==> src/rtl/nwd_pkg.sv <==
// rtl/nwd_pkg.sv - shared constants and state type for the nwd engine driver
package nwd_pkg;

    localparam int NWD_WIDTH      = 16;
    localparam int NWD_MAX_CYCLES = 65536;

    typedef enum logic [1:0] {
        IDLE = 2'd0,
        LOAD = 2'd1,
        WAIT = 2'd2,
        DONE = 2'd3
    } nwd_state_e;

endpackage

==> src/rtl/nwd_watchdog.sv <==
// rtl/nwd_watchdog.sv - saturating WAIT-cycle counter that flags the cycle limit
// The count output exists only when NWD_DRIVER_CYCLES_EN is defined.
module nwd_watchdog #(
    parameter int MAX_CYCLES = 65536,
    parameter int CNT_W      = $clog2(MAX_CYCLES + 1)
) (
    input  logic             clk,
    input  logic             rst_n,
    input  logic             clear,
    input  logic             enable,
`ifdef NWD_DRIVER_CYCLES_EN
    output logic [CNT_W-1:0] count,
`endif
    output logic             expired
);

    logic [CNT_W-1:0] cnt_q;
    logic [CNT_W-1:0] cnt_d;

    always_comb begin
        cnt_d = cnt_q;
        if (clear) begin
            cnt_d = '0;
        end else if (enable && (cnt_q != CNT_W'(MAX_CYCLES))) begin
            cnt_d = cnt_q + 1'b1;
        end
    end

    always_ff @(posedge clk or negedge rst_n) begin
        if (!rst_n) begin
            cnt_q <= '0;
        end else begin
            cnt_q <= cnt_d;
        end
    end

    // Fires on the enabled cycle whose increment brings the count to the limit.
    assign expired = enable && (cnt_q == CNT_W'(MAX_CYCLES - 1));

`ifdef NWD_DRIVER_CYCLES_EN
    assign count = cnt_q;
`endif

endmodule

==> src/rtl/nwd_driver.sv <==
// rtl/nwd_driver.sv - init/fin initiator for the iterative gcd engine, with zero bypass and watchdog
// Optional res_cycles output enabled by NWD_DRIVER_CYCLES_EN.
module nwd_driver
    import nwd_pkg::*;
#(
    parameter int    WIDTH      = NWD_WIDTH,
    parameter int    MAX_CYCLES = NWD_MAX_CYCLES,
    localparam int   CNT_W      = $clog2(MAX_CYCLES + 1)
) (
    input  logic             clk,
    input  logic             rst_n,
    input  logic             req_valid,
    output logic             req_ready,
    input  logic [WIDTH-1:0] req_a,
    input  logic [WIDTH-1:0] req_b,
    output logic             res_valid,
    input  logic             res_ready,
    output logic [WIDTH-1:0] res_gcd,
    output logic             res_err,
`ifdef NWD_DRIVER_CYCLES_EN
    output logic [CNT_W-1:0] res_cycles,
`endif
    output logic             eng_init,
    output logic [WIDTH-1:0] eng_in1,
    output logic [WIDTH-1:0] eng_in2,
    input  logic [WIDTH-1:0] eng_out,
    input  logic             eng_fin
);

    nwd_state_e       state_q, state_d;
    logic [WIDTH-1:0] in1_q, in1_d;
    logic [WIDTH-1:0] in2_q, in2_d;
    logic [WIDTH-1:0] gcd_q, gcd_d;
    logic             err_q, err_d;
    logic             wd_clear;
    logic             wd_enable;
    logic             wd_expired;
`ifdef NWD_DRIVER_CYCLES_EN
    logic [CNT_W-1:0] cycles_q, cycles_d;
    logic [CNT_W-1:0] wd_count;
`endif

    assign wd_clear  = (state_q == LOAD);
    assign wd_enable = (state_q == WAIT) && !eng_fin;

    nwd_watchdog #(
        .MAX_CYCLES (MAX_CYCLES),
        .CNT_W      (CNT_W)
    ) u_watchdog (
        .clk     (clk),
        .rst_n   (rst_n),
        .clear   (wd_clear),
        .enable  (wd_enable),
`ifdef NWD_DRIVER_CYCLES_EN
        .count   (wd_count),
`endif
        .expired (wd_expired)
    );

    always_comb begin
        state_d = state_q;
        in1_d   = in1_q;
        in2_d   = in2_q;
        gcd_d   = gcd_q;
        err_d   = err_q;
`ifdef NWD_DRIVER_CYCLES_EN
        cycles_d = cycles_q;
`endif
        case (state_q)
            IDLE: begin
                if (req_valid) begin
                    in1_d = req_a;
                    in2_d = req_b;
                    // A zero operand would never make the engine's a==b test fire.
                    if ((req_a == '0) || (req_b == '0)) begin
                        gcd_d   = req_a | req_b;
                        err_d   = 1'b0;
`ifdef NWD_DRIVER_CYCLES_EN
                        cycles_d = '0;
`endif
                        state_d = DONE;
                    end else begin
                        state_d = LOAD;
                    end
                end
            end
            LOAD: begin
                state_d = WAIT;
            end
            WAIT: begin
                if (eng_fin) begin
                    gcd_d   = eng_out;
                    err_d   = 1'b0;
`ifdef NWD_DRIVER_CYCLES_EN
                    cycles_d = wd_count;
`endif
                    state_d = DONE;
                end else if (wd_expired) begin
                    gcd_d   = '0;
                    err_d   = 1'b1;
`ifdef NWD_DRIVER_CYCLES_EN
                    cycles_d = CNT_W'(MAX_CYCLES);
`endif
                    state_d = DONE;
                end
            end
            DONE: begin
                if (res_ready) begin
                    state_d = IDLE;
                end
            end
            default: begin
                state_d = IDLE;
            end
        endcase
    end

    always_ff @(posedge clk or negedge rst_n) begin
        if (!rst_n) begin
            state_q <= IDLE;
            in1_q   <= '0;
            in2_q   <= '0;
            gcd_q   <= '0;
            err_q   <= 1'b0;
        end else begin
            state_q <= state_d;
            in1_q   <= in1_d;
            in2_q   <= in2_d;
            gcd_q   <= gcd_d;
            err_q   <= err_d;
        end
    end

`ifdef NWD_DRIVER_CYCLES_EN
    always_ff @(posedge clk or negedge rst_n) begin
        if (!rst_n) begin
            cycles_q <= '0;
        end else begin
            cycles_q <= cycles_d;
        end
    end

    assign res_cycles = cycles_q;
`endif

    assign req_ready = (state_q == IDLE);
    assign res_valid = (state_q == DONE);
    assign eng_init  = (state_q == LOAD);
    assign eng_in1   = in1_q;
    assign eng_in2   = in2_q;
    assign res_gcd   = gcd_q;
    assign res_err   = err_q;

endmodule
==> config.mk <==
export PLATFORM = sky130hd
export DESIGN_NAME = nwd_driver
export DESIGN_NICKNAME = d
export VERILOG_FILES = /design/src/rtl/nwd_pkg.sv /design/src/rtl/nwd_watchdog.sv /design/src/rtl/nwd_driver.sv
export SDC_FILE = /design/constraint.sdc
export NUM_CORES = 1
export LEC_CHECK = 0
export BUFFER_PORTS_ARGS = -buffer_cell sky130_fd_sc_hd__buf_2
export CAP_MARGIN = 20
export CORE_AREA = 2 2 93 95
export CTS_CLUSTER_SIZE = 24
export DETAILED_ROUTE_END_ITERATION = 8
export DIE_AREA = 0 0 95 97
export PLACE_DENSITY_LB_ADDON = 0.1
export REMOVE_ABC_BUFFERS = 1
export SLEW_MARGIN = 15
export SYNTH_ARGS = -nofsm -noshare
export SYNTH_HDL_FRONTEND = slang
export SYNTH_SLANG_ARGS = --single-unit
==> constraint.sdc <==
create_clock -name clk -period 2.4 [get_ports clk]
set_clock_uncertainty 0.15 [all_clocks]
set_input_delay 0.6 -clock clk [delete_from_list [all_inputs] [get_ports clk]]
set_output_delay 0.6 -clock clk [all_outputs]
set_load 0.01 [all_outputs]
# Word level (Yosys, flattened, before mapping)
# Cells that the tools add are included.
# word_totals
regBits,68
inputBits,53
wordCells,48
output_inout_bits,52
# classes
add_sub_neg,1
eq_ne,9
n_reduce_logical,13
muxes,18
bitwise,1
# ops
operator,count
$mux 16,4
$mux 17,2
$logic_not 16->1,2
$pmux 16 s2,1
$add 17x1->17 const B,1
$eq 17x16->1 const B,1
$ne 17x17->1 const B,1
$or 16x16->16,1
$mux 2,5
$pmux 2 s4,1
$eq 2x2->1 const B,2
$mux 1,4
$ne 2x1->1 const B,2
$reduce_and 4->1,1
$reduce_bool 2->1,2
$logic_and 1x1->1,3
$ne 3x2->1 const B,1
$reduce_and 3->1,1
$eq 2x1->1 const B,1
$logic_not 2->1,1
$ne 2x2->1 const B,1
$pmux 1 s2,1
$reduce_and 2->1,1
$logic_not 1->1,1
$logic_or 1x1->1,1

# Logic depth before layout (Yosys ltp)
# logic_depth
depth_word,6
mapped_depth,11
ltp_nobuf,9

# Modules after synthesis
# Synthesis repeated with hierarchy kept, for this count alone.
# hier_totals
cells_unflattened,357
area_unflattened_um2,3778.6
# modules_own_cells
mod,cells_per_inst,area_each_um2,seq_area_each_um2,instances
nwd_driver,257,2757.6,1276.2,1
nwd_watchdog,100,1021.0,425.4,1

# Worst setup path before layout
# Ideal clock, no wire load.
# synth_path
path_kind,register to register
startpoint,register u_watchdog.cnt_q[0]
endpoint,register gcd_q[10] (netlist: res_gcd[10])
setup_ps,134
synth_period_minus_slack_ps,2584
path_slack_ps,-184
t_arrival_ps,2300
required_ps,2116
path_stages_with_launch,12
n_path_buf,2
path_cell_list,dfrtp_1 -> ha_1 -> nand3_1 -> or2_2 -> nor3_1 -> ha_1 -> nor3b_1 -> or2_2 -> clkbuf_1 -> buf_2 -> a21oi_1 -> o211ai_1
# synth_via
elab_chain_cells,4
# synth_rtl
element,line_no,rtl
start: declaration,nwd_watchdog.sv:17,logic [CNT_W-1:0] cnt_q;
start signal: assignment,nwd_watchdog.sv:33,cnt_q <= cnt_d;
$eq 17x16->1,nwd_watchdog.sv:38,assign expired = enable && (cnt_q == CNT_W'(MAX_CYCLES - 1));
$logic_and 1x1->1,nwd_watchdog.sv:38,
$ne 3x2->1 (no line),-,
$reduce_and 4->1 (no line),-,
end signal: assignment,nwd_driver.sv:129,gcd_q <= gcd_d;
end: declaration,nwd_driver.sv:33,"logic [WIDTH-1:0] gcd_q, gcd_d;"
# Every way passes these cells.
# A chain may end at the register's enable or synchronous reset.

# Worst setup path after layout
# layout_path
startpoint,register u_watchdog.cnt_q[1]
endpoint,register gcd_q[15] (netlist: res_gcd[15])
# Same word-level chain as after synthesis.

==> flow_summary.json <==
{
  "share_seq_of_total_power_pct": 32.9,
  "clock_power_share_pct": 19.5,
  "critPathArrivalTime_ns": 2.42,
  "critical_path_peak_fanout": 4,
  "detailroute.via_count": 3458,
  "detail-route-antenna-nets": 0,
  "place.port_buffers": 104,
  "nNetsFinal": 553,
  "critical_path_class": "reg -> reg",
  "vdd.ir_drop.worst_v": 0.000598,
  "worst_pin_slew_ns": 0.722,
  "area_growth_syn_to_fin_pct": 29.6,
  "grt_pass1_vias": 3456,
  "post_cts_hold_buffer_count": 0,
  "totalWireLength_mm": 10.5,
  "synth_edf_count": 0,
  "pnr_total_power_w": 0.00585,
  "syn_area_per_cell_um2": 10.2,
  "power_switching_share_pct": 37.9,
  "setup.reg_to_reg.worst_slack_ns": 0.1,
  "cts.root.buffer_cell": "sky130_fd_sc_hd__clkbuf_8",
  "final-setup-viol-count": 0,
  "reg2reg_to": "res_gcd[15]$_DFFE_PN0P_",
  "layout_min_cycle_time_ns": 2.30,
  "cts-htree-levels": 3,
  "synthesis.instances": 366,
  "design.portCount": 105,
  "synth.yosys.warnings": 0,
  "dieArea_um2": 9220,
  "hpwlAfterDp_mm": 7.48,
  "timing.critical_path.from_type": "flip-flop",
  "pin_count_of_the_biggest_net_entering_global_routing": 69,
  "core_um2": 8130,
  "route.detailed.drc": 0,
  "final_core_utilization_pct": 59.6,
  "insertion_delay_ns": 0.35,
  "yosysUniqueCellTypes": 45,
  "async_flop_share_pct": 100,
  "ys_seq_area_share_pct": 45.5,
  "post-route-period-util_pct": 95.8,
  "wl_per_cell_um": 17.5,
  "die_w_um": 95,
  "initial_core_util_pct": 46.0,
  "cap_violations": 0,
  "overflow": 0,
  "antenna_violations_before_repair": 0,
  "power.density_nw_per_um2": 1210,
  "worstReg2RegStart": "u_watchdog.cnt_q[1]$_DFFE_PN0P_",
  "required_ns": 2.51,
  "intPower_w": 0.00364,
  "clock_sink_count": 68,
  "drtPass1Iterations": 4,
  "die-height_um": 97,
  "drtIter0Drc": 150,
  "timing.final.max_slew_violations": 0,
  "cts_tree": "done",
  "worst_slew_margin_rel_pct": 51.8,
  "number_of_hold_violations_in_the_final_report": 0,
  "net-switching-power_w": 0.00222,
  "path_clk_slew_ns": 0.08,
  "hold_class": "in -> async",
  "gpl.final_weighted_congestion": 0.850,
  "setup_repair_after_global_routing_missed_its_margin": "true",
  "insertedDiodeCount": 0,
  "critical_path.endpoint_type": "flip-flop",
  "fp_rows": 33,
  "post_drt_via_cell_ratio": 5.74,
  "cts_made_buffers": 9,
  "clk_path_buf_depth": 2,
  "synth.cell_area_um2": 3740,
  "drive_above_1_share_pct": 40.4,
  "run_status": "finished, final reports clean",
  "pleak_nw": 2.13,
  "synth-main-ff-cell": "sky130_fd_sc_hd__dfrtp_1",
  "achievable-frequency_mhz": 435,
  "first_pass_grt_wire_length_mm": 17.0,
  "pwr-share-comb_pct": 47.6,
  "worstRegToRegCells": 11,
  "ys_ff_latch": 68,
  "globalRouteTotalUtil_pct": 23.5
}
[worst max-delay path, cell delays in order (launching register included)]
cell and delay [ns]:
sky130_fd_sc_hd__dfrtp_1 0.38, sky130_fd_sc_hd__ha_2 0.18, sky130_fd_sc_hd__nand3_1 0.10, sky130_fd_sc_hd__or2_4 0.25, sky130_fd_sc_hd__nor3_2 0.12, sky130_fd_sc_hd__ha_2 0.22, sky130_fd_sc_hd__nor3b_2 0.06, sky130_fd_sc_hd__nor2_1 0.11
sky130_fd_sc_hd__buf_4 0.16, sky130_fd_sc_hd__buf_4 0.13, sky130_fd_sc_hd__o311ai_0 0.16, sky130_fd_sc_hd__o211ai_1 0.19
[sequential cells by signal, summed over array words and instances (netlist names)]
| register | flops |
|---|---|
| res_err | 1 |
| state_q | 2 |
| u_watchdog.cnt_q | 17 |
| res_gcd | 16 |
| eng_in1 | 16 |
| eng_in2 | 16 |
[power by group through the flow]
stage | logic (W) | registers (W) | clock network [W]
global route | 0.00307 | 0.00199 | 0.00121
global placement | 0.00264 | 0.00191 | 0
detailed placement | 0.00273 | 0.00194 | 0
CTS | 0.00275 | 0.00192 | 0.00116
finish | 0.00279 | 0.00192 | 0.00114
floorplan | 0.00141 | 0.00212 | 0
[cells in the final DEF, fill, tap and decap left out, drive strengths merged, types with 2 or more instances in the layout]
| master | n |
|---|---|
| buf | 140 |
| dfrtp | 68 |
| nand2 | 42 |
| mux2 | 34 |
| nand4 | 23 |
| a21oi | 23 |
| nor2 | 18 |
| a32o | 16 |
| o211ai | 16 |
| o311ai | 16 |
| nor4 | 15 |
| clkbuf | 12 |
| inv | 8 |
| ha | 8 |
| nor2b | 6 |
| xnor2 | 5 |
| o21ai | 5 |
| nor3 | 4 |
| nand2b | 3 |
| bufinv | 3 |
| nand3 | 3 |
| or2 | 2 |
| nand4b | 2 |
| o31ai | 2 |
| or4 | 2 |
| xor2 | 2 |
| mux2i | 2 |
| clkinv | 2 |
| nor3b | 2 |
[synthesized netlist by cell type, types with 2 or more instances]
| library cell | n | area share [%] |
|---|---|---|
| sky130_fd_sc_hd__xor2_1 | 2 | 0.47 |
| sky130_fd_sc_hd__mux2i_1 | 2 | 0.54 |
| sky130_fd_sc_hd__nand2_1 | 42 | 4.2 |
| sky130_fd_sc_hd__a21oi_1 | 23 | 3.1 |
| sky130_fd_sc_hd__nand2b_1 | 3 | 0.50 |
| sky130_fd_sc_hd__o31ai_1 | 2 | 0.40 |
| sky130_fd_sc_hd__o311ai_0 | 16 | 3.7 |
| sky130_fd_sc_hd__buf_1 | 6 | 0.60 |
| sky130_fd_sc_hd__nor2_1 | 18 | 1.8 |
| sky130_fd_sc_hd__nand3_1 | 2 | 0.27 |
| sky130_fd_sc_hd__inv_1 | 8 | 0.80 |
| sky130_fd_sc_hd__ha_1 | 8 | 2.7 |
| sky130_fd_sc_hd__nand4b_1 | 2 | 0.47 |
| sky130_fd_sc_hd__mux2_2 | 32 | 9.6 |
| sky130_fd_sc_hd__dfrtp_1 | 68 | 46 |
| sky130_fd_sc_hd__mux2_1 | 2 | 0.60 |
| sky130_fd_sc_hd__a32o_1 | 16 | 4.3 |
| sky130_fd_sc_hd__nor3b_1 | 2 | 0.40 |
| sky130_fd_sc_hd__xnor2_1 | 5 | 1.2 |
| sky130_fd_sc_hd__o211ai_1 | 16 | 3.2 |
| sky130_fd_sc_hd__or2_2 | 2 | 0.33 |
| sky130_fd_sc_hd__or4_1 | 2 | 0.40 |
| sky130_fd_sc_hd__buf_2 | 6 | 0.80 |
| sky130_fd_sc_hd__clkbuf_1 | 12 | 1.2 |
| sky130_fd_sc_hd__nor2b_1 | 6 | 1.0 |
| sky130_fd_sc_hd__nor3_1 | 4 | 0.54 |
| sky130_fd_sc_hd__nor4_1 | 15 | 2.5 |
| sky130_fd_sc_hd__o21ai_0 | 5 | 0.67 |
| sky130_fd_sc_hd__nand4_1 | 23 | 3.8 |
[routing by layer]
layer  global-route usage (%)  part of all wire (%)  vias to the layer above
met5                        0                     0                        -
met4                     8.58                   2.2                        0
met3                     4.44                   5.8                       21
met2                     38.1                    48                      112
met1                     31.2                    44                     1670
li1                         -                     -                     1655
[how the worst max path moves through the flow]
stage	to	slack, ns	start
final	res_gcd[15]$_DFFE_PN0P_	0.1	u_watchdog.cnt_q[1]$_DFFE_PN0P_
after CTS	res_gcd[10]$_DFFE_PN0P_	0.05	u_watchdog.cnt_q[1]$_DFFE_PN0P_
after floorplan	res_gcd[0]$_DFFE_PN0P_	-0.61	state_q[0]$_DFFE_PN0P_
after detailed placement	res_gcd[6]$_DFFE_PN0P_	-0.08	u_watchdog.cnt_q[1]$_DFFE_PN0P_
after global routing	res_gcd[1]$_DFFE_PN0P_	0.003	u_watchdog.cnt_q[10]$_DFFE_PN0P_
after global placement	res_gcd[10]$_DFFE_PN0P_	0.01	u_watchdog.cnt_q[0]$_DFFE_PN0P_
[cell families after synthesis]
kind of cell / synth area share, %
fa+ha+maj: 2.68
xor+xnor: 1.64
simple gates: 18.0
compound gates: 17.5
buf+inv: 3.92
flops: 45.5
mux: 10.8
[repair_timing]
item | in CTS | in global routing
pin swaps | 3 | 9
setup buffers | 1 | 2
gates resized for setup | 5 | 13
setup endpoints to repair | 16 | 20
cloned | 0 | 1
[through the flow]
step                      hold slack [ns]  instances  TNS [ns]  setup slack (ns)  area [µm²]
after floorplan                     0.154        340    -13.68            -0.614        3620
after global placement              0.332        581         0            0.0119        4530
after global routing                0.134        602         0           0.00258        4850
final                              0.0949        602         0            0.0998        4850
after detailed placement            0.337        582    -0.907           -0.0838        4540
after CTS                           0.127        599         0            0.0498        4790
[layout make-up]
cell class                 instances  area [µm²]
fill                             716        3290
tap                              105         131
clock inverter                     5         100
multi-input combinational        264        1920
sequential                        68        1700
timing repair buffer             141         836
clock buffer                      11         131
inverter                           8        30.0
No activity file was read; power rests on OpenSTA's default activity.
